<file path="src/rtl/hkspi_pkg.sv">
// ============================================================================
// Module      : hkspi_pkg
// Description : Shared constants and types for the housekeeping SPI responder.
// Revision    : 1.0 - initial release
// ============================================================================
`default_nettype none
`timescale 1ns/1ps

package hkspi_pkg;

    localparam int BIT_CNT_W = 3;

    localparam logic [7:0] HKSPI_CMD_WRITE = 8'h80;
    localparam logic [7:0] HKSPI_CMD_READ  = 8'h40;
    localparam logic [7:0] HKSPI_CMD_RW    = 8'hC0;

    typedef enum logic [2:0] {
        ST_IDLE   = 3'd0,
        ST_CMD    = 3'd1,
        ST_ADDR   = 3'd2,
        ST_DATA   = 3'd3,
        ST_IGNORE = 3'd4
    } hkspi_state_e;

endpackage

`default_nettype wire

</file>
<file path="src/rtl/hkspi_sync.sv">
// ============================================================================
// Module      : hkspi_sync
// Description : Parameterised-width 2-FF synchroniser, per-bit reset value.
// Revision    : 1.0 - initial release
// ============================================================================
`default_nettype none
`timescale 1ns/1ps

module hkspi_sync #(
    parameter int               WIDTH   = 1,
    parameter logic [WIDTH-1:0] RST_VAL = '0
) (
    input  logic             clock,
    input  logic             reset,
    input  logic [WIDTH-1:0] i_d,
    output logic [WIDTH-1:0] o_q
);

    logic [WIDTH-1:0] r_meta;
    logic [WIDTH-1:0] r_sync;

    always_ff @(posedge clock or posedge reset) begin
        if (reset) begin
            r_meta <= RST_VAL;
            r_sync <= RST_VAL;
        end else begin
            r_meta <= i_d;
            r_sync <= r_meta;
        end
    end

    assign o_q = r_sync;

endmodule

`default_nettype wire

</file>
<file path="src/rtl/hkspi_responder.sv">
// ============================================================================
// Module      : hkspi_responder
// Description : Oversampled housekeeping SPI responder (mode 0) with a
//               byte-wide register port. Optional HKSPI_RESP_NBYTE_EN enables
//               the byte-count field in command bits [5:3].
// Revision    : 1.0 - initial release
// ============================================================================
`default_nettype none
`timescale 1ns/1ps

module hkspi_responder
    import hkspi_pkg::*;
#(
    parameter int ADDR_W = 8
) (
    input  logic              clock,
    input  logic              reset,
    input  logic              sck,
    input  logic              csb,
    input  logic              sdi,
    output logic              sdo,
    output logic              sdo_oe,
    output logic [ADDR_W-1:0] reg_addr,
    output logic              reg_we,
    output logic [7:0]        reg_wdata,
    input  logic [7:0]        reg_rdata,
    output logic              busy
);

    logic [2:0]           w_pins_s;
    logic                 r_sck_d, r_rise, r_sdi_d, r_csb_d;
    hkspi_state_e         r_state, w_state_nxt;
    logic [BIT_CNT_W-1:0] r_bit_cnt;
    logic [6:0]           r_rx_sr;
    logic [7:0]           w_rx_byte, r_tx_sr, r_wdata;
    logic [ADDR_W-1:0]    r_addr;
    logic                 r_rd, r_wr, r_we, r_byte_end, r_load, r_tx_valid;
    logic                 w_shift_en, w_byte_done, w_cmd_ok, w_last_byte;

    // csb synchroniser bit resets high so the link looks deselected
    hkspi_sync #(
        .WIDTH   (3),
        .RST_VAL (3'b010)
    ) u_sync (
        .clock (clock),
        .reset (reset),
        .i_d   ({sck, csb, sdi}),
        .o_q   (w_pins_s)
    );

    always_ff @(posedge clock or posedge reset) begin
        if (reset) begin
            r_sck_d <= 1'b0;
            r_rise  <= 1'b0;
            r_sdi_d <= 1'b0;
            r_csb_d <= 1'b1;
        end else begin
            r_sck_d <= w_pins_s[2];
            r_rise  <= w_pins_s[2] & ~r_sck_d;
            r_sdi_d <= w_pins_s[0];
            r_csb_d <= w_pins_s[1];
        end
    end

    assign w_rx_byte   = {r_rx_sr, r_sdi_d};
    assign w_shift_en  = r_rise & ~r_csb_d & (r_state != ST_IGNORE);
    assign w_byte_done = w_shift_en & (r_bit_cnt == BIT_CNT_W'(7));

`ifdef HKSPI_RESP_NBYTE_EN
    logic [2:0] r_nleft;

    always_ff @(posedge clock or posedge reset) begin
        if (reset) begin
            r_nleft <= 3'd0;
        end else if (r_csb_d) begin
            r_nleft <= 3'd0;
        end else if (w_byte_done && r_state == ST_CMD) begin
            r_nleft <= w_rx_byte[5:3];
        end else if (w_byte_done && r_state == ST_DATA && r_nleft != 3'd0) begin
            r_nleft <= r_nleft - 3'd1;
        end
    end

    assign w_cmd_ok    = (w_rx_byte[7:6] != 2'b00) && (w_rx_byte[2:0] == 3'b000);
    assign w_last_byte = (r_nleft == 3'd1);
`else
    assign w_cmd_ok    = (w_rx_byte[7:6] != 2'b00) && (w_rx_byte[5:0] == 6'd0);
    assign w_last_byte = 1'b0;
`endif

    always_ff @(posedge clock or posedge reset) begin
        if (reset) begin
            r_state <= ST_IDLE;
        end else begin
            r_state <= w_state_nxt;
        end
    end

    // A deselect overrides everything, including a coincident 8th bit
    always_comb begin
        w_state_nxt = r_state;
        if (r_csb_d) begin
            w_state_nxt = ST_IDLE;
        end else begin
            case (r_state)
                ST_IDLE: w_state_nxt = ST_CMD;
                ST_CMD:  if (w_byte_done) w_state_nxt = w_cmd_ok ? ST_ADDR : ST_IGNORE;
                ST_ADDR: if (w_byte_done) w_state_nxt = ST_DATA;
                ST_DATA: if (w_byte_done && w_last_byte) w_state_nxt = ST_IGNORE;
                default: w_state_nxt = r_state;
            endcase
        end
    end

    always_ff @(posedge clock or posedge reset) begin
        if (reset) begin
            r_bit_cnt  <= '0;
            r_rx_sr    <= '0;
            r_tx_sr    <= '0;
            r_wdata    <= '0;
            r_addr     <= '0;
            r_rd       <= 1'b0;
            r_wr       <= 1'b0;
            r_we       <= 1'b0;
            r_byte_end <= 1'b0;
            r_load     <= 1'b0;
            r_tx_valid <= 1'b0;
        end else begin
            r_we       <= 1'b0;
            r_byte_end <= 1'b0;
            r_load     <= 1'b0;
            if (r_csb_d) begin
                r_bit_cnt  <= '0;
                r_tx_sr    <= '0;
                r_rd       <= 1'b0;
                r_wr       <= 1'b0;
                r_tx_valid <= 1'b0;
            end else begin
                if (w_shift_en) begin
                    r_rx_sr   <= w_rx_byte[6:0];
                    r_bit_cnt <= r_bit_cnt + BIT_CNT_W'(1);
                end
                if (w_byte_done && r_state == ST_CMD) begin
                    r_rd <= w_rx_byte[6];
                    r_wr <= w_rx_byte[7];
                end
                if (w_byte_done && r_state == ST_ADDR) begin
                    r_addr <= ADDR_W'(w_rx_byte);
                    r_load <= r_rd;
                end
                if (w_shift_en && r_state == ST_DATA) begin
                    if (w_byte_done) begin
                        r_we       <= r_wr;
                        r_byte_end <= 1'b1;
                        if (r_wr) r_wdata <= w_rx_byte;
                    end else begin
                        r_tx_sr <= {r_tx_sr[6:0], 1'b0};
                    end
                end
                // Increment one cycle after the strobe so the write sees the old address
                if (r_byte_end) begin
                    r_addr <= r_addr + ADDR_W'(1);
                    r_load <= r_rd;
                end
                if (r_load) begin
                    r_tx_sr    <= reg_rdata;
                    r_tx_valid <= 1'b1;
                end
            end
        end
    end

    always_comb begin
        sdo_oe = 1'b0;
        sdo    = 1'b0;
        if (r_state == ST_DATA && r_rd && r_tx_valid && !r_csb_d) begin
            sdo_oe = 1'b1;
            sdo    = r_tx_sr[7];
        end
    end

    assign reg_addr  = r_addr;
    assign reg_we    = r_we;
    assign reg_wdata = r_wdata;
    assign busy      = ~r_csb_d;

endmodule

`default_nettype wire

</file>
<file path="config.mk">
export PLATFORM = sky130hd
export DESIGN_NAME = hkspi_responder
export DESIGN_NICKNAME = d
export VERILOG_FILES = /design/src/rtl/hkspi_pkg.sv /design/src/rtl/hkspi_sync.sv /design/src/rtl/hkspi_responder.sv
export SDC_FILE = /design/constraint.sdc
export NUM_CORES = 1
export LEC_CHECK = 0
export ABC_AREA = 1
export CORE_UTILIZATION = 49
export CTS_CLUSTER_SIZE = 40
export DETAILED_ROUTE_END_ITERATION = 12
export PLACE_DENSITY = 0.75
export SKIP_LAST_GASP = 1
export SLEW_MARGIN = 25
export SYNTH_ARGS = -nofsm -noshare
export SYNTH_HDL_FRONTEND = slang
export SYNTH_HIERARCHICAL = 1
export SYNTH_SLANG_ARGS = --single-unit
export TNS_END_PERCENT = 100
</file>
<file path="constraint.sdc">
create_clock -name clock -period 1.7 [get_ports clock]
set_clock_uncertainty 0.15 [all_clocks]
set_input_delay 0.34 -clock clock [delete_from_list [all_inputs] [get_ports clock]]
set_output_delay 0.34 -clock clock [all_outputs]
set_load 0.1 [all_outputs]
</file>
Word-level counts from Yosys, hierarchy flattened
Index checks and enable logic that the tools add are counted.
{"block": "totals", "register_bits": 53, "latch_bits": 0, "ram_bits": 0, "rom_bits": 0, "out_inout_bits": 20, "elab_cells": 86, "memories": 0}
{"block": "op_classes", "addsub": 2, "multipliers": 0, "n_div": 0, "magnitude_cmp": 0, "eq_ne": 8, "shift": 0, "n_mux": 30, "n_bitwise": 6, "reduce_logical": 22}
{"cell": "$mux W8", "count": 6}
{"cell": "$mux W3", "count": 6}
{"cell": "$mux W1", "count": 17}
{"cell": "$ne A3 B3 Y1 const B", "count": 4}
{"cell": "$reduce_bool A2 Y1", "count": 5}
{"cell": "$pmux W3 S3", "count": 1}
{"cell": "$add A8 B1 Y8 const B", "count": 1}
{"cell": "$logic_and A1 B1 Y1", "count": 7}
{"cell": "$eq A3 B2 Y1 const B", "count": 2}
{"cell": "$logic_not A6 Y1", "count": 1}
{"cell": "$reduce_and A2 Y1", "count": 3}
{"cell": "$and A1 B1 Y1", "count": 4}
{"cell": "$reduce_and A4 Y1", "count": 1}
{"cell": "$reduce_bool A4 Y1", "count": 1}
{"cell": "$add A3 B1 Y3 const B", "count": 1}
{"cell": "$eq A3 B1 Y1 const B", "count": 1}
{"cell": "$eq A3 B3 Y1 const B", "count": 1}
{"cell": "$logic_not A3 Y1", "count": 1}
{"cell": "$reduce_and A3 Y1", "count": 1}
{"cell": "$reduce_bool A3 Y1", "count": 1}
{"cell": "$not A1 Y1", "count": 2}
{"cell": "$logic_not A1 Y1", "count": 1}

Depth between registers and ports, before layout
Gate-level depths: netlist of run 1.
{"block": "logic_depth", "ltp_word": 8, "depth_mapped": 9, "mapped_depth_nobuf": 8}

Hierarchy
Netlist of run 1, hierarchy kept.
{"mod": "hkspi_responder", "n_inst": 1, "cells_each": 272, "area_per_inst_um2": 2302.2, "seq_area_each_um2": 1177.4}
{"mod": "hkspi_sync", "n_inst": 1, "cells_each": 7, "area_per_inst_um2": 156.4, "seq_area_each_um2": 152.6}

Least setup slack after synthesis of run 1
OpenSTA, ideal clock, no wires.
{"block": "synth_path", "path_type": "flip-flop to output port", "from": "register r_state[2]", "to": "output port sdo", "arrival_time_ns": 3.761, "path_slack_ns": -2.551, "stages_incl_launch_ff": 5, "n_path_buf": 0, "cell_sequence": "dfrtp_1 > inv_1 > nand3_1 > nor3_1 > and2_1"}
{"block": "synth_between", "elab_chain_len": 5}
{"element": "start: declaration", "line_no": "hkspi_responder.sv:32", "rtl": "hkspi_state_e r_state, w_state_nxt;"}
{"element": "start signal: assignment", "line_no": "hkspi_responder.sv:95", "rtl": "r_state <= w_state_nxt;"}
{"element": "$eq A3 B2 Y1", "line_no": "hkspi_responder.sv:176", "rtl": "if (r_state == ST_DATA && r_rd && r_tx_valid && !r_csb_d) begin"}
{"element": "$logic_and A1 B1 Y1 (3 in a row)", "line_no": "hkspi_responder.sv:176"}
{"element": "$mux W1", "line_no": "hkspi_responder.sv:176"}
{"element": "end: declaration", "line_no": "hkspi_responder.sv:21", "rtl": "output logic sdo,"}
No other way between the ends.

Worst setup path in the final report of run 1
{"block": "layout_path", "from": "register r_csb_d", "to": "output port sdo"}
{"block": "layout_between", "elab_chain_len": 3}
{"element": "start: declaration", "line_no": "hkspi_responder.sv:31", "rtl": "logic r_sck_d, r_rise, r_sdi_d, r_csb_d;"}
{"element": "start signal: assignment", "line_no": "hkspi_responder.sv:61", "rtl": "r_csb_d <= w_pins_s[1];"}
{"element": "$logic_not A1 Y1", "line_no": "hkspi_responder.sv:176"}
{"element": "$logic_and A1 B1 Y1", "line_no": "hkspi_responder.sv:176"}
{"element": "$mux W1", "line_no": "hkspi_responder.sv:176"}
No other way between the ends.

==> summary.txt, run 1 <==
Critical path
  – CP startpoint kind: flop
  – Critical Path RT: 1.21 ns
  – Maximum fanout along the worst path: 2
  – Data arrival, critical path: 1.36 ns
  – Worst setup EP type: output port
  – Critical path class: reg -> out

Job
  – Max-cap violation count: 0

Timing
  – Final Hold Violating Endpoints: 0
  – Pins Over Slew Limit: 0
  – Finish-stage setup viols: 3
  – Worst-margin pin slew: 0.392 ns
  – Final worst path period share: 1.09
  – RSZ-0062 raised after global routing: true
  – Final WS setup: -0.151 ns
  – Slew margin rel.: 0.738
  – WHS: 0.131 ns
  – Period minus WS final: 1.85 ns
  – Fmax: 0.540 GHz

Die
  – Total I/O pin count: 33
  – Row count: 25
  – Die Area: 5300 µm²
  – Horiz. Die Dim: 72.8 µm
  – Initial Utilization: 0.514
  – Die Y: 72.8 µm
  – Total core area: 4790 µm²

Pwr
  – Power per cell area: 721 nW/µm²
  – Comb power frac: 0.110
  – Peak VDD IR: 0.000784 V
  – Psw: 0.639 mW
  – Pint: 1.90 mW
  – Leak pwr: 1.64 nW
  – Seq pwr share: 0.535
  – Net Sw Frac: 0.252
  – Clock power share: 0.355

Clock tree
  – CTS max path bufs: 2
  – CTS tree: done
  – CTS Hold Bufs: 0
  – CTS Root Cell: clkbuf_8
  – Clk_lat worst skew: 0.31 ns
  – Worst-path clk slew: 0.10 ns
  – Clock sinks: 53
  – H-tree depth: 2
  – CTS Buf Count: 5

GRT
  – GRT met2 Usage: 0.346
  – GR Overflow Total: 0
  – GRT Max-Usage Layer: met2
  – Met1 Use GR: 0.276
  – Vias in the first global route: 1821
  – First-pass GRT wire length: 8.30 mm
  – Total Routing Usage GR: 0.208
  – Initial antenna violation count: 0
  – Largest net degree at the start of global routing: 33
  – Grt met3 use: 0.0470

Place
  – Final HPWL DP: 3.52 mm
  – Port buffer count: 32
  – DP Area: 3170 µm²
  – Final Wtd Congestion: 0.834

Cells and area
  – Multi-input logic area: 1080 µm²
  – Synth-to-Final Area Change: 43.0%
  – FF/Latch Area: 1350 µm²
  – Filler cells: 336
  – Total Nets Final: 348
  – Share of layout cells above drive strength 1: 0.327
  – Fin util: 0.734
  – Ant. Diodes: 0
  – Final instance area: 3510 µm²

Route
  – Post-route ant nets: 0
  – DRC viols: 0
  – First-pass detailed-route iteration total: 4
  – Final wirelength: 5.28 mm
  – Average vias per placed instance: 5.14
  – Wire per inst: 13.2 µm
  – Vias after detailed routing: 2055
  – DRT iter0 DRCs: 155

Yosys
  – Most common cell in the netlist: nand2_1
  – Syn Nets: 295
  – Syn_area_per_cell: 8.81 µm²
  – Async SR Flop Fraction: 1.00
  – Library cells used by synthesis: 27
  – Post-synthesis sequential area ratio: 0.541
  – Seq cells post-synth: 53
  – EDFF count, synth: 0
  – Top post-synthesis cells by area: dfrtp_1 (51%), nand2_1 (11%), o21ai_2 (6.1%)
  – Most frequent cells after synthesis: nand2_1 (70), dfrtp_1 (50), inv_1 (30)
  – Post-synth top area share: 0.509
  – Synth Flop Type: dfrtp_1
  – Top cell type by total area after synthesis: dfrtp_1
  – Syn. warnings: 6
  – Cell Area, Synth: 2460 µm²
  – Cells after Synth: 279

Status
  – Status: finished with violations
  – Violated checks: setup timing

Worst hold path
  – Path type of the worst min-delay path: in -> async
## power by group through the flow
stage                     Combinational [mW]  Clock (mW)  Sequential (mW)
final                                  0.279       0.900             1.36
after global routing                   0.310       0.966             1.36
after CTS                              0.268       0.916             1.35
after detailed placement               0.259           0             1.38
after global placement                 0.253           0             1.37
after floorplan                        0.172           0             1.37
## metrics by stage
stage | setup slack (ns) | setup TNS, ns | instances | power (mW)
after global routing | -0.221 | -0.796 | 400 | 2.64
after floorplan | -0.708 | -1.12 | 279 | 1.54
after global placement | 0.0511 | 0 | 381 | 1.63
after detailed placement | -0.0114 | -0.0129 | 381 | 1.64
final | -0.151 | -0.317 | 400 | 2.53
after CTS | -0.159 | -0.332 | 392 | 2.54
## final timing paths
path | to | depth (start not counted) | startpoint | slack [ns]
worst min-delay path | u_sync/o_q[0]$_DFF_PP0_ | 2 | reset | 0.13
worst max register to register | reg_wdata[4]$_DFFE_PP0P_ | 9 | r_bit_cnt[1]$_DFFE_PP0P_ | 0.02
max in group asynchronous | r_csb_d$_DFF_PP1_ | 3 | reset | 0.91
worst min register to register | u_sync/o_q[2]$_DFF_PP0_ | 0 | u_sync/r_meta[2]$_DFF_PP0_ | 0.21
min in group clock | u_sync/o_q[2]$_DFF_PP0_ | 0 | u_sync/r_meta[2]$_DFF_PP0_ | 0.21
worst max-delay path | sdo | 5 | r_csb_d$_DFF_PP1_ | -0.15
## layout make-up
class | instances | area share
Tap cell | 67 | 0.0239
Multi-Input combinational cell | 187 | 0.307
Sequential cell | 53 | 0.383
Clock buffer | 6 | 0.0235
Timing Repair Buffer | 54 | 0.219
Inverter | 31 | 0.0331
Clock inverter | 2 | 0.0107
## worst max-delay path, cell delays in order, from the launching register on
cell and delay [ns]:
dfstp_2 0.40, inv_2 0.09, nand2_4 0.06, nor3_4 0.17, and2_4 0.17, buf_12 0.16
## layout by cell type, fill, tap and decap left out, types with 4 or more instances in the layout
master / synthesis / final
nand2_1: 70 / 61
dfrtp_1: 50 / 41
inv_1: 30 / 27
o21ai_0: 27 / 27
nand3_1: 27 / 26
buf_12: 0 / 23
nor2_1: 20 / 20
o21ai_2: 17 / 17
buf_4: 1 / 15
nand2_4: 1 / 12
clkdlybuf4s50_1: 0 / 12
dfrtp_2: 0 / 7
clkbuf_8: 0 / 6
nand2_2: 6 / 4
inv_2: 1 / 4
a21oi_1: 4 / 4
## registers in the layout, indices dropped and copies added, names as in the netlist
register       cells
r_bit_cnt          3
r_byte_end         1
r_csb_d            1
r_load             1
r_rd               1
r_rise             1
r_rx_sr            7
r_sck_d            1
r_sdi_d            1
r_state            3
r_tx_sr            8
r_tx_valid         1
r_wr               1
reg_addr           8
reg_wdata          8
reg_we             1
u_sync/o_q         3
u_sync/r_meta      3
## cells by family after synthesis
group / share of synthesized area
simple gates: 0.243
fa+ha+maj: 0.0153
buf+inv: 0.0687
compound gates: 0.132
flops: 0.541
## timing repair
action / 4_1_cts / 5_1_grt
buffers inserted: 3 / 7
endpoints found under the setup margin: 8 / 15
pin swaps: 3 / 6
cloned: 0 / 2
gates resized for setup: 5 / 23
## metal layers
layer	up-vias	share of wire	wire length [µm]
met3	6	0.043	226
met2	51	0.50	2630
met1	998	0.45	2370
met4	0	0.0097	51
met5	-	0	0
li1	1000	-	-
No activity file was read; power rests on OpenSTA's default activity.
==> run 2: changes to the inputs <==
SETUP_SLACK_MARGIN = 0.3   (was unset)
SKIP_CTS_REPAIR_TIMING = 1   (was unset)
==> summary.txt, run 2 (synthesized netlist as in run 1, its figures left out) <==
Die
  – Total core area: 4790 µm² (unchanged)
  – Row count: 25 (unchanged)
  – Horiz. Die Dim: 72.8 µm (unchanged)
  – Die Y: 72.8 µm (unchanged)
  – Initial Utilization: 0.514 (unchanged)
  – Total I/O pin count: 33 (unchanged)
  – Die Area: 5300 µm² (unchanged)

GRT
  – Total Routing Usage GR: 0.200 (was 0.208)
  – First-pass GRT wire length: 8.05 mm (was 8.30 mm)
  – GR Overflow Total: 0 (unchanged)
  – Vias in the first global route: 1783 (was 1821)
  – Largest net degree at the start of global routing: 48 (was 33)
  – Initial antenna violation count: 0 (unchanged)

Place
  – Final HPWL DP: 3.55 mm (was 3.52 mm)
  – Port buffer count: 32 (unchanged)
  – Final Wtd Congestion: 0.839 (was 0.834)
  – Pre-CTS WS: 0.00745 ns (was -0.0114 ns)

Route
  – Wire per inst: 14.4 µm (was 13.2 µm)
  – Vias after detailed routing: 2118 (was 2055)
  – DRT iter0 DRCs: 168 (was 155)
  – Average vias per placed instance: 5.17 (was 5.14)
  – DRC viols: 0 (unchanged)
  – Final wirelength: 5.90 mm (was 5.28 mm)
  – First-pass detailed-route iteration total: 5 (was 4)
  – Post-route ant nets: 0 (unchanged)

Timing
  – WHS: 0.163 ns (was 0.131 ns)
  – Final WS setup: -0.207 ns (was -0.151 ns)
  – Slew margin rel.: 0.665 (was 0.738)
  – Setup TNS: -0.374 ns (was -0.317 ns)
  – Period minus WS final: 1.91 ns (was 1.85 ns)
  – RSZ-0062 raised after global routing: true (unchanged)
  – Final worst path period share: 1.12 (was 1.09)
  – Worst-margin pin slew: 0.502 ns (was 0.392 ns)
  – Fmax: 0.524 GHz (was 0.540 GHz)
  – Finish-stage setup viols: 3 (unchanged)
  – Final Hold Violating Endpoints: 0 (unchanged)
  – Pins Over Slew Limit: 0 (unchanged)

Critical path
  – Worst path max stage delay: 0.40 ns (about the same)
  – Data arrival, critical path: 1.42 ns (was 1.36 ns)
  – Critical Path RT: 1.21 ns (about the same)
  – Slowest stage cell, crit path: dfrtp_1 (was dfstp_2)
  – Worst setup EP type: output port (unchanged)
  – CP Cell Sequence: inv_2, nand3_4, nor3_4, and2_4, buf_12 (was inv_2, nand2_4, nor3_4, and2_4, buf_12)
  – Critical path class: reg -> out (unchanged)
  – CP startpoint kind: flop (unchanged)
  – Maximum fanout along the worst path: 4 (was 2)

Job
  – Max-cap violation count: 0 (unchanged)

Clock tree
  – Clock sinks: 53 (unchanged)
  – CTS Root Cell: clkbuf_8 (unchanged)
  – CTS Buf Count: 5 (unchanged)
  – CTS tree: done (unchanged)
  – Clk_lat worst skew: 0.31 ns (about the same)
  – Worst-path clk slew: 0.09 ns (was 0.10 ns)
  – CTS max path bufs: 2 (unchanged)
  – H-tree depth: 2 (unchanged)

Cells and area
  – Fin util: 0.770 (was 0.734)
  – Leading cell type in the layout, fill and taps excluded: nand2_1 (unchanged)
  – Share of layout cells above drive strength 1: 0.402 (was 0.327)
  – Total Nets Final: 358 (was 348)
  – Leading cell types in the layout, fill and taps excluded: nand2_1 (56), dfrtp_1 (37), inv_1 (25), buf_12 (23) (was nand2_1 (61), dfrtp_1 (41), inv_1 (27), o21ai_0 (27), nand3_1 (26))
  – Filler cells: 304 (was 336)
  – Synth-to-Final Area Change: 49.9% (was 43.0%)
  – Ant. Diodes: 0 (unchanged)

Status
  – Status: finished with violations (unchanged)
  – Violated checks: setup timing (unchanged)

Pwr
  – Leak pwr: 1.67 nW (was 1.64 nW)
  – Power per cell area: 683 nW/µm² (was 721 nW/µm²)
  – Peak VDD IR: 0.000510 V (was 0.000784 V)
  – Total Power: 2.52 mW (was 2.53 mW)

Worst hold path
  – Path type of the worst min-delay path: in -> async (unchanged)
==> run 2: layer usage <==
layer,vias up,global-route usage,wire [µm]
met5,-,0,0
met4,0,0.0697,112
met3,13,0.0414,229
met2,61,0.314,3030
met1,1020,0.277,2530
li1,1024,-,-
==> run 2: path summary, 6_finish.rpt <==
path | to | startpoint | slack (ns) | cells after the start
worst max-delay path | sdo | r_state[2]$_DFFE_PP0P_ | -0.21 | 5
worst min-delay path | u_sync/r_meta[0]$_DFF_PP0_ | reset | 0.16 | 2
worst max register to register | reg_wdata[7]$_DFFE_PP0P_ | r_state[2]$_DFFE_PP0P_ | 0 | 9
worst min register to register | u_sync/o_q[2]$_DFF_PP0_ | u_sync/r_meta[2]$_DFF_PP0_ | 0.21 | 0
max in group asynchronous | r_csb_d$_DFF_PP1_ | reset | 0.84 | 3
min in group clock | u_sync/o_q[2]$_DFF_PP0_ | u_sync/r_meta[2]$_DFF_PP0_ | 0.21 | 0
==> run 2: area by class of cell <==
type                    instances  area, µm²  share of cell area
flip-flops and latches         53       1360               0.369
well taps                      67       83.8              0.0227
clock inverters                 2       38.8              0.0105
clock buffers                   6       72.6              0.0197
repair buffers                 61        808               0.219
multi-input cells             190       1200               0.325
inverters                      31        125              0.0339
==> run 2: stage by stage <==
step / instance area, µm² / cells
finish: 3690 / 410
global route: 3690 / 410
CTS: 3350 / 387
detailed placement: 3230 / 379
global placement: 3230 / 379
floorplan: 2620 / 279
==> run 2: critical path: cells and delay by family (launching register included) <==
kind	cells	cell delay, ns
and+or+nand+nor	3	0.45
buffers and inverters	2	0.26
DFF	1	0.40
==> run 2: where the power goes <==
part           switching [mW]  total, mW  internal [mW]
Sequential             0.0440       1.36           1.32
Clock                   0.413      0.856          0.442
Combinational           0.198      0.301          0.103
Total                   0.655       2.52           1.86
==> run 3: changes to the inputs <==
CORE_MARGIN = 2   (was unset)
CORE_UTILIZATION = 54   (was 49)
PLACE_DENSITY = 0.79   (was 0.75)
clock period = 1.95 ns   (was 1.7 ns; I/O delays follow)
==> summary.txt, run 3 (synthesized netlist as in run 1, its figures left out) <==
Status
  – Status: finished with violations (unchanged)
  – Violated checks: setup timing (unchanged)

GRT
  – GR Overflow Total: 0 (unchanged)
  – Initial antenna violation count: 0 (unchanged)
  – Largest net degree at the start of global routing: 40 (was 48)
  – Vias in the first global route: 1919 (was 1783)
  – First-pass GRT wire length: 8.54 mm (was 8.05 mm)
  – Total Routing Usage GR: 0.213 (was 0.200)

Route
  – Final wirelength: 5.13 mm (was 5.90 mm)
  – First-pass detailed-route iteration total: 4 (was 5)
  – Post-route ant nets: 0 (unchanged)
  – Vias after detailed routing: 1984 (was 2118)
  – Wire per inst: 13.7 µm (was 14.4 µm)
  – DRC viols: 0 (unchanged)
  – DRT iter0 DRCs: 186 (was 168)
  – Average vias per placed instance: 5.29 (was 5.17)

Place
  – Placed cells: 360 (was 379)
  – Final HPWL DP: 3.55 mm (about the same)
  – DP Area: 3100 µm² (was 3230 µm²)
  – Pre-CTS WS: 0.169 ns (was 0.00745 ns)
  – Port buffer count: 32 (unchanged)
  – Final Wtd Congestion: 0.889 (was 0.839)

Timing
  – Pins Over Slew Limit: 0 (unchanged)
  – Final Hold Violating Endpoints: 0 (unchanged)
  – Slew margin rel.: 0.704 (was 0.665)
  – Fmax: 0.497 GHz
  – WHS: 0.208 ns (was 0.163 ns)
  – Final WS setup: -0.0640 ns (was -0.207 ns)
  – Final worst path period share: 1.03
  – Worst-margin pin slew: 0.444 ns (was 0.502 ns)
  – Setup TNS: -0.0640 ns (was -0.374 ns)
  – Period minus WS final: 2.01 ns
  – Finish-stage setup viols: 1 (was 3)
  – RSZ-0062 raised after global routing: true (unchanged)

Clock tree
  – CTS Root Cell: clkbuf_8 (unchanged)
  – CTS Buf Count: 5 (unchanged)
  – H-tree depth: 2 (unchanged)
  – CTS max path bufs: 2 (unchanged)
  – Clock sinks: 53 (unchanged)
  – Worst-path clk slew: 0.09 ns (about the same)
  – Clk_lat worst skew: 0.31 ns (about the same)
  – CTS tree: done (unchanged)

Die
  – Initial Utilization: 0.561 (was 0.514)
  – Die Y: 71.5 µm (was 72.8 µm)
  – Total core area: 4380 µm² (was 4790 µm²)
  – Horiz. Die Dim: 71.5 µm (was 72.8 µm)
  – Die Area: 5110 µm² (was 5300 µm²)
  – Total I/O pin count: 33 (unchanged)
  – Row count: 24 (was 25)

Pwr
  – Leak pwr: 1.54 nW (was 1.67 nW)
  – Total Power: 2.06 mW (was 2.52 mW)
  – Peak VDD IR: 0.000516 V (was 0.000510 V)
  – Power per cell area: 619 nW/µm² (was 683 nW/µm²)

Critical path
  – CP startpoint kind: flop (unchanged)
  – R2r setup slk: 0.32 ns (was 0 ns)
  – Worst setup path endpoint: sdo (unchanged)
  – R2r endpoint: reg_addr[5]$_DFFE_PP0P_ (was reg_wdata[7]$_DFFE_PP0P_)
  – Critical path launch point: r_state[2]$_DFFE_PP0P_ (unchanged)
  – Critical path class: reg -> out (unchanged)
  – R2R cell count: 8 (was 9)
  – Critical Path RT: 1.41 ns (was 1.21 ns)
  – FF-to-FF Start: r_csb_d$_DFF_PP1_ (was r_state[2]$_DFFE_PP0P_)
  – Worst setup EP type: output port (unchanged)
  – Data arrival, critical path: 1.47 ns (was 1.42 ns)
  – Maximum fanout along the worst path: 4 (unchanged)

Cells and area
  – Filler cells: 300 (was 304)
  – Leading cell type in the layout, fill and taps excluded: nand2_1 (unchanged)
  – Final instance area: 3330 µm² (was 3690 µm²)
  – Synth-to-Final Area Change: 35.4% (was 49.9%)
  – Multi-input logic area: 1080 µm² (was 1200 µm²)
  – Share of layout cells above drive strength 1: 0.288 (was 0.402)
  – Ant. Diodes: 0 (unchanged)
  – FF/Latch Area: 1340 µm² (was 1360 µm²)
  – Leading cell types in the layout, fill and taps excluded: nand2_1 (66), dfrtp_1 (43), inv_1 (27), nand3_1 (26), o21ai_0 (24) (was nand2_1 (56), dfrtp_1 (37), inv_1 (25), buf_12 (23))
  – Total Nets Final: 338 (was 358)
  – Layout Cells excl Fill: 375 (was 410)
  – Fin util: 0.759 (was 0.770)

Worst hold path
  – Path type of the worst min-delay path: in -> async (unchanged)

Job
  – Max-cap violation count: 0 (unchanged)
==> run 3: changes by cell type in the layout (fill, tap and decap cells not counted), moves of 4 or more <==
cell,previous run,this run
o21ai_1,11,3
nand3_1,22,26
dfrtp_1,37,43
nand2_2,12,6
nand2_4,10,4
nand3_2,4,0
nand2_1,56,66
buf_4,22,7
o21ai_0,15,24
==> run 3: worst min path at each step <==
stage                                     from                    endpoint  slack (ns)  cells after the start
finish                                   reset  u_sync/r_meta[0]$_DFF_PP0_        0.21                      2
global route        u_sync/r_meta[1]$_DFF_PP1_     u_sync/o_q[1]$_DFF_PP1_        0.22                      0
CTS                    u_sync/o_q[0]$_DFF_PP0_           r_sdi_d$_DFF_PP0_        0.21                      0
detailed placement     u_sync/o_q[0]$_DFF_PP0_           r_sdi_d$_DFF_PP0_        0.19                      0
global placement       u_sync/o_q[0]$_DFF_PP0_           r_sdi_d$_DFF_PP0_        0.18                      0
floorplan                                reset     u_sync/o_q[0]$_DFF_PP0_        0.03                      1
==> run 3: area by class of cell <==
type / instances / share of cell area
repair buffers: 43 / 0.188
clock inverters: 2 / 0.00413
flip-flops and latches: 53 / 0.404
inverters: 31 / 0.0361
multi-input cells: 188 / 0.324
well taps: 52 / 0.0195
clock buffers: 6 / 0.0248
==> run 3: per-layer routing <==
metal | part of all wire | wire, µm | track usage | vias to the layer above
met2 | 0.51 | 2630 | 0.353 | 42
met5 | 0 | 0 | 0 | -
met4 | 0.014 | 70 | 0.0734 | 0
li1 | - | - | - | 982
met3 | 0.038 | 195 | 0.0464 | 5
met1 | 0.43 | 2230 | 0.278 | 955
==> run 3: critical path, stage by stage (launching register included) <==
cell     delay, ns
dfrtp_1       0.43
inv_2         0.12
nand3_4       0.08
nor3_4        0.18
and2_4        0.19
buf_12        0.16
==> run 3: report_power, final <==
part / switching [mW] / internal (mW) / total, mW
clock: 0.354 / 0.288 / 0.643
sequential: 0.0327 / 1.15 / 1.18
combinational: 0.151 / 0.0866 / 0.238
